--- src/rtl/wb_master_if.sv ---
// Host request/response and Wishbone bus signals of wb_master.
// The master modport is the view taken by wb_master itself; the slave modport
// is the opposite side (host plus Wishbone slave).
interface wb_master_if;
    // Host request side
    logic         req_valid;
    logic         req_ready;
    logic         req_we;
    logic [4:0]   req_adr;
    logic [127:0] req_data;

    // Host response side
    logic         rsp_valid;
    logic [127:0] rsp_data;
    logic         rsp_error;
    logic         rsp_timeout;

    // Wishbone side
    logic         strobe;
    logic         we_o;
    logic [4:0]   adr_o;
    logic [127:0] wb_data_o;
    logic [127:0] wb_data_i;
    logic         ack_i;
    logic         error_i;

    modport master (
        input  req_valid, req_we, req_adr, req_data,
        input  wb_data_i, ack_i, error_i,
        output req_ready,
        output rsp_valid, rsp_data, rsp_error, rsp_timeout,
        output strobe, we_o, adr_o, wb_data_o
    );

    modport slave (
        output req_valid, req_we, req_adr, req_data,
        output wb_data_i, ack_i, error_i,
        input  req_ready,
        input  rsp_valid, rsp_data, rsp_error, rsp_timeout,
        input  strobe, we_o, adr_o, wb_data_o
    );
endinterface

--- src/rtl/wb_master.sv ---
// Single-transfer Wishbone master.
// Accepts one host request at a time, drives it onto the bus and returns a
// one-cycle completion pulse with read data / error status. Writes to the
// exec addresses (16 = cmd exec, 19 = data exec) use a two-phase handshake:
// a first ack, ack low, then a completion ack, with strobe held throughout.
// Optional ack timeout: define WB_MASTER_TIMEOUT_EN to enable it
// (limit set by TIMEOUT_CYCLES); without it the master waits indefinitely.
module wb_master #(
    parameter int unsigned TIMEOUT_CYCLES = 1024
) (
    input  logic        clock,
    input  logic        reset,
    wb_master_if.master bus
);

    typedef enum logic [2:0] {
        IDLE,
        STROBE,
        ACK_LOW,
        DONE_WAIT,
        RELEASE
    } state_t;

    state_t       state;
    logic         strobe_q;
    logic         we_q;
    logic [4:0]   adr_q;
    logic [127:0] wdat_q;
    logic         valid_q;
    logic [127:0] rdat_q;
    logic         err_q;

    logic busy;
    logic is_exec;
    logic complete_now;
    logic timed_out;

`ifdef WB_MASTER_TIMEOUT_EN
    // Counter value seen in the last cycle before the limit is reached.
    localparam logic [15:0] LIMIT = 16'(TIMEOUT_CYCLES - 1);

    logic [15:0] cnt_q;
    logic        tmo_q;
`endif

    assign busy    = (state == STROBE) || (state == ACK_LOW) || (state == DONE_WAIT);
    assign is_exec = we_q && ((adr_q == 5'd16) || (adr_q == 5'd19));

    // An ack finishes the transfer in STROBE unless it is the first, error-free
    // ack of an exec write; in DONE_WAIT any ack finishes it.
    assign complete_now = bus.ack_i &&
                          (((state == STROBE) && (!is_exec || bus.error_i)) ||
                           (state == DONE_WAIT));

`ifdef WB_MASTER_TIMEOUT_EN
    assign timed_out = busy && !bus.ack_i && (cnt_q >= LIMIT);
`else
    assign timed_out = 1'b0;
`endif

    // Transfer sequencing with all bus and response outputs registered
    always_ff @(posedge clock) begin
        if (!reset) begin
            state    <= IDLE;
            strobe_q <= 1'b0;
            we_q     <= 1'b0;
            adr_q    <= '0;
            wdat_q   <= '0;
            valid_q  <= 1'b0;
            rdat_q   <= '0;
            err_q    <= 1'b0;
`ifdef WB_MASTER_TIMEOUT_EN
            cnt_q    <= '0;
            tmo_q    <= 1'b0;
`endif
        end else begin
            valid_q <= 1'b0;
            case (state)
                IDLE: begin
                    if (bus.req_valid) begin
                        state    <= STROBE;
                        strobe_q <= 1'b1;
                        we_q     <= bus.req_we;
                        adr_q    <= bus.req_adr;
                        wdat_q   <= bus.req_data;
`ifdef WB_MASTER_TIMEOUT_EN
                        cnt_q    <= '0;
`endif
                    end
                end

                STROBE, ACK_LOW, DONE_WAIT: begin
`ifdef WB_MASTER_TIMEOUT_EN
                    // Saturate so a long-held ack cannot wrap the counter.
                    if (cnt_q != '1) begin
                        cnt_q <= cnt_q + 16'd1;
                    end
`endif
                    if (complete_now) begin
                        state    <= RELEASE;
                        strobe_q <= 1'b0;
                        valid_q  <= 1'b1;
                        rdat_q   <= we_q ? '0 : bus.wb_data_i;
                        err_q    <= bus.error_i;
`ifdef WB_MASTER_TIMEOUT_EN
                        tmo_q    <= 1'b0;
`endif
                    end else if ((state == STROBE) && bus.ack_i) begin
                        state <= ACK_LOW;
                    end else if (timed_out) begin
                        state    <= RELEASE;
                        strobe_q <= 1'b0;
                        valid_q  <= 1'b1;
                        rdat_q   <= '0;
                        err_q    <= 1'b1;
`ifdef WB_MASTER_TIMEOUT_EN
                        tmo_q    <= 1'b1;
`endif
                    end else if ((state == ACK_LOW) && !bus.ack_i) begin
                        state <= DONE_WAIT;
                    end
                end

                RELEASE: begin
                    state <= IDLE;
                end

                default: begin
                    state    <= IDLE;
                    strobe_q <= 1'b0;
                end
            endcase
        end
    end

    assign bus.req_ready = (state == IDLE);
    assign bus.strobe    = strobe_q;
    assign bus.we_o      = we_q;
    assign bus.adr_o     = adr_q;
    assign bus.wb_data_o = wdat_q;
    assign bus.rsp_valid = valid_q;
    assign bus.rsp_data  = rdat_q;
    assign bus.rsp_error = err_q;
`ifdef WB_MASTER_TIMEOUT_EN
    assign bus.rsp_timeout = tmo_q;
`else
    assign bus.rsp_timeout = 1'b0;
`endif

endmodule
--- src/flat_wrapper.sv ---
// flat-port wrapper written by rule: the top's interface ports become plain ports
module wb_master_flat 
#(
    parameter int unsigned TIMEOUT_CYCLES = 1024
)
  (clock, reset, bus_req_valid, bus_req_we, bus_req_adr, bus_req_data, bus_wb_data_i, bus_ack_i, bus_error_i, bus_req_ready, bus_rsp_valid, bus_rsp_data, bus_rsp_error, bus_rsp_timeout, bus_strobe, bus_we_o, bus_adr_o, bus_wb_data_o);
  wb_master_if bus_i ();
  input  logic clock;
  input  logic reset;
  input wire logic [$bits(bus_i.req_valid)-1:0] bus_req_valid;
  input wire logic [$bits(bus_i.req_we)-1:0] bus_req_we;
  input wire logic [$bits(bus_i.req_adr)-1:0] bus_req_adr;
  input wire logic [$bits(bus_i.req_data)-1:0] bus_req_data;
  input wire logic [$bits(bus_i.wb_data_i)-1:0] bus_wb_data_i;
  input wire logic [$bits(bus_i.ack_i)-1:0] bus_ack_i;
  input wire logic [$bits(bus_i.error_i)-1:0] bus_error_i;
  output wire logic [$bits(bus_i.req_ready)-1:0] bus_req_ready;
  output wire logic [$bits(bus_i.rsp_valid)-1:0] bus_rsp_valid;
  output wire logic [$bits(bus_i.rsp_data)-1:0] bus_rsp_data;
  output wire logic [$bits(bus_i.rsp_error)-1:0] bus_rsp_error;
  output wire logic [$bits(bus_i.rsp_timeout)-1:0] bus_rsp_timeout;
  output wire logic [$bits(bus_i.strobe)-1:0] bus_strobe;
  output wire logic [$bits(bus_i.we_o)-1:0] bus_we_o;
  output wire logic [$bits(bus_i.adr_o)-1:0] bus_adr_o;
  output wire logic [$bits(bus_i.wb_data_o)-1:0] bus_wb_data_o;
  assign bus_i.req_valid = bus_req_valid;
  assign bus_i.req_we = bus_req_we;
  assign bus_i.req_adr = bus_req_adr;
  assign bus_i.req_data = bus_req_data;
  assign bus_i.wb_data_i = bus_wb_data_i;
  assign bus_i.ack_i = bus_ack_i;
  assign bus_i.error_i = bus_error_i;
  assign bus_req_ready = bus_i.req_ready;
  assign bus_rsp_valid = bus_i.rsp_valid;
  assign bus_rsp_data = bus_i.rsp_data;
  assign bus_rsp_error = bus_i.rsp_error;
  assign bus_rsp_timeout = bus_i.rsp_timeout;
  assign bus_strobe = bus_i.strobe;
  assign bus_we_o = bus_i.we_o;
  assign bus_adr_o = bus_i.adr_o;
  assign bus_wb_data_o = bus_i.wb_data_o;
  wb_master #(.TIMEOUT_CYCLES(TIMEOUT_CYCLES)) u_core (.clock(clock), .reset(reset), .bus(bus_i));
endmodule
--- config.mk ---
export PLATFORM = sky130hd
export DESIGN_NAME = wb_master_flat
export DESIGN_NICKNAME = d
export VERILOG_FILES = /design/src/rtl/wb_master_if.sv /design/src/rtl/wb_master.sv /design/src/flat_wrapper.sv
export SDC_FILE = /design/constraint.sdc
export NUM_CORES = 1
export LEC_CHECK = 0
export ABC_AREA = 1
export ABC_CLOCK_PERIOD_IN_PS = 2400
export CELL_PAD_IN_SITES_DETAIL_PLACEMENT = 1
export CELL_PAD_IN_SITES_GLOBAL_PLACEMENT = 2
export CORE_UTILIZATION = 22
export DETAILED_ROUTE_END_ITERATION = 8
export MAX_ROUTING_LAYER = met4
export PLACE_DENSITY = 0.85
export SYNTH_ARGS = -nofsm -noshare
export SYNTH_HDL_FRONTEND = slang
export SYNTH_SLANG_ARGS = --single-unit
--- constraint.sdc ---
create_clock -name clock -period 2.4 [get_ports clock]
set_input_delay 0.48 -clock clock [delete_from_list [all_inputs] [get_ports clock]]
set_output_delay 0.48 -clock clock [all_outputs]
set_load 0.01 [all_outputs]
==> results.yml <==
run_status:
  outcome: "finished clean"
timing:
  tightest_slew_ps: 795
  finalHoldViolCount: 0
  timing.setup.tns_ps: 0
  report.final.slew_viol_count: 0
  maxClockFrequency_mhz: 460
  final_setup_fails: 0
  finalCritPeriodShare_pct: 90.6
  max-slew-margin-rel_pct: 47.0
  finClkSkew_ps: 14.7
  final.min_clock_period_ps: 2170
  hold_ws_ps: 370
  grt_setup_unrepaired: "false"
global_route:
  grt_max_degree: 134
  first_global_vias: 10900
  grt_overflow_total: 0
  grt_pass1_wl_mm: 61.8
  total_grt_usage_pct: 18.2
  antenna_found_initial: 3
layout:
  area_growth_pct: 72.4
  layout.nets: 1951
  drive_above_1_share_pct: 5.15
  postLayoutCoreUtil_pct: 38.5
  stdcell_area_mm2: 0.0167
clocking:
  cts.sink_count: 268
  max-clock-path-buffers: 3
  clock_transition_time_at_the_flip_flop_clock_pins_of_the_worst_setup_and_hold_paths_ps: 50
  cts_hold_repair.buffers: 0
  cts-buffers-inserted: 35
  cts_h_tree_depth: 2
  cts_root_buffer: "sky130_fd_sc_hd__clkbuf_16"
  tritoncts: "built"
  clk_latency_ps: 530
synthesis:
  ys_ff_latch: 268
  synth_area_mm2: 0.00967
  cell_count_after_synthesis: 1207
  post-synth-top-area-cell: "sky130_fd_sc_hd__dfxtp_1"
  synth_fp_nets: 1474
  post_synth.cell_area_avg_um2: 8.01
  leading_cell_types_by_total_area_after_synthesis: "sky130_fd_sc_hd__dfxtp_1 (55%), sky130_fd_sc_hd__nand3_1 (20%), sky130_fd_sc_hd__nand2_1 (10%), sky130_fd_sc_hd__a21oi_1 (7.1%), sky130_fd_sc_hd__clkbuf_1 (2.3%)"
  synth.distinct_cells: 16
  synthDominantCellAreaShare_pct: 55.5
  synth.yosys.seq_area_share_pct: 55.5
  ys_warn_count: 0
floorplanning:
  die_height_um: 212
  core_region_area_mm2: 0.0433
  standard_cell_rows: 76
  die_ar_mm2: 0.0448
  die_width_um: 212
  initial_utilization_pct: 22.4
  number_of_placed_i_o_pins: 534
route:
  count_of_tritonroute_iterations_in_the_first_routing_pass: 6
  postRouteWirelength_mm: 41.4
  ant_nets: 0
  drt_iter0_drc: 514
  route.detailed.vias_per_inst: 4.56
  num_vias: 10500
  post-route-drc-count: 0
  wire_per_inst_um: 18.0
pwr:
  powerDensity_mw_per_mm2: 905
  netSwitchingPower_mw: 4.88
  p_seq_share_pct: 36.2
  leakage_nw: 6.47
  internal-power_mw: 10.2
  netSwitchingFraction_pct: 32.3
  vdd_drop_max_v: 0.000508
  power.share.clock_pct: 33.5
  total_power_mw: 15.1
  power_frac_comb_pct: 30.3
critical_path:
  worstPathArrival_ps: 1690
  path_max_fanout: 8
  crit_required_ps: 1920
  start_kind: "flip-flop"
  crit_type: "reg2out"
  type_of_destination_of_the_critical_path: "primary output"
hold_path:
  hold_path.class: "in2reg"
place:
  place_congestion: 0.759
  number_of_buffers_added_on_ports: 532
  dp_hpwl_mm: 28.7
  placement.cell_area_mm2: 0.0156
flow_run:
  max_cap_viol_count: 0
through the flow:
stage | setup WS, ps | std cells
global placement | 248 | 2232
floorplan | 920 | 1207
global route | 93.1 | 2296
detailed placement | 207 | 2232
finish | 226 | 2296
CTS | 166 | 2294
per-layer routing:
layer  global-route usage (%)  share of wire [%]
met5                        -                  0
met3                     8.06                 11
met1                     19.8                 39
met2                     29.6                 47
met4                     5.77                2.3
power groups by stage:
stage / clock network [mW] / logic (mW) / registers [mW]
floorplan: 0 / 1.87 / 5.81
global placement: 0 / 4.59 / 5.52
detailed placement: 0 / 4.64 / 5.56
CTS: 5.21 / 4.66 / 5.48
global route: 5.38 / 4.97 / 5.55
finish: 5.05 / 4.58 / 5.47
final timing paths:
check | cells past startpoint | from | slack, ps | endpoint
min | 3 | reset | 370 | u_core.state[0]$_SDFFE_PN0P_
max | 4 | u_core.state[1]$_SDFFE_PN0P_ | 230 | bus_req_ready
max reg2reg | 6 | u_core.state[1]$_SDFFE_PN0P_ | 390 | u_core.bus.wb_data_o[99]$_SDFFE_PN0P_
min reg2reg | 2 | u_core.bus.rsp_error$_SDFFE_PN0P_ | 450 | u_core.bus.rsp_error$_SDFFE_PN0P_
flip-flops by register name, summed over array words and instances (netlist names):
signal,cells
u_core.bus.wb_data_o,128
u_core.bus.adr_o,5
u_core.bus.rsp_valid,1
u_core.bus.rsp_data,128
u_core.bus.we_o,1
u_core.bus.rsp_error,1
u_core.bus.strobe,1
u_core.state,3
area by class of cell:
cell class	count	area, um2
fillers	5060	26600
repair buffers	556	5660
flip-flops and latches	268	5370
multi-input cells	814	3760
clock buffers	52	1050
well taps	585	732
clock inverters	10	62.6
inverters	9	40.0
diodes	2	5.00
timing repair:
item | CTS | global route
hold endpoints to repair | 0 | 0
setup buffers | 0 | 0
resized for setup | 1 | 0
endpoints found under the setup margin | 1 | 0
kinds of logic (layout without fill, tap and decap cells):
family | count (synthesis) | count (layout) | share of synthesized area (%)
buffers and inverters | 125 | 627 | 5.77
AO/OA/AOI/OAI | 145 | 145 | 7.64
flip-flops | 268 | 268 | 55.5
other | 1 | 3 | 0.0388
AND/OR/NAND/NOR | 668 | 668 | 31.1
cells in the mapped netlist:
cell type	count
sky130_fd_sc_hd__nand3_1	391
sky130_fd_sc_hd__nand2_1	269
sky130_fd_sc_hd__dfxtp_1	268
sky130_fd_sc_hd__a21oi_1	137
sky130_fd_sc_hd__clkbuf_1	60
sky130_fd_sc_hd__buf_2	44
sky130_fd_sc_hd__buf_4	9
sky130_fd_sc_hd__o21ai_0	7
sky130_fd_sc_hd__nor2_1	6
sky130_fd_sc_hd__inv_1	5
sky130_fd_sc_hd__inv_2	4
sky130_fd_sc_hd__buf_1	3
sky130_fd_sc_hd__conb_1	1
sky130_fd_sc_hd__nor2_4	1
sky130_fd_sc_hd__o21bai_4	1
sky130_fd_sc_hd__or2_2	1
worst max-delay path: stages, from the launching register on:
cell and delay [ps]:
sky130_fd_sc_hd__dfxtp_1 330, sky130_fd_sc_hd__nor2_1 230, sky130_fd_sc_hd__nand2_1 130, sky130_fd_sc_hd__clkinv_2 160, sky130_fd_sc_hd__dlygate4sd2_1 320
layout by cell type (no fill, tap or decap), types with 7 or more instances in the layout:
cell type / n
sky130_fd_sc_hd__clkdlybuf4s50_1: 529
sky130_fd_sc_hd__nand3_1: 391
sky130_fd_sc_hd__nand2_1: 268
sky130_fd_sc_hd__dfxtp_1: 268
sky130_fd_sc_hd__a21oi_1: 137
sky130_fd_sc_hd__clkbuf_16: 37
sky130_fd_sc_hd__buf_4: 13
sky130_fd_sc_hd__buf_12: 13
sky130_fd_sc_hd__clkbuf_1: 8
sky130_fd_sc_hd__clkinv_2: 7
sky130_fd_sc_hd__o21ai_0: 7
sky130_fd_sc_hd__clkbuf_8: 7
Note: power is estimated with default switching activity, not from simulation.
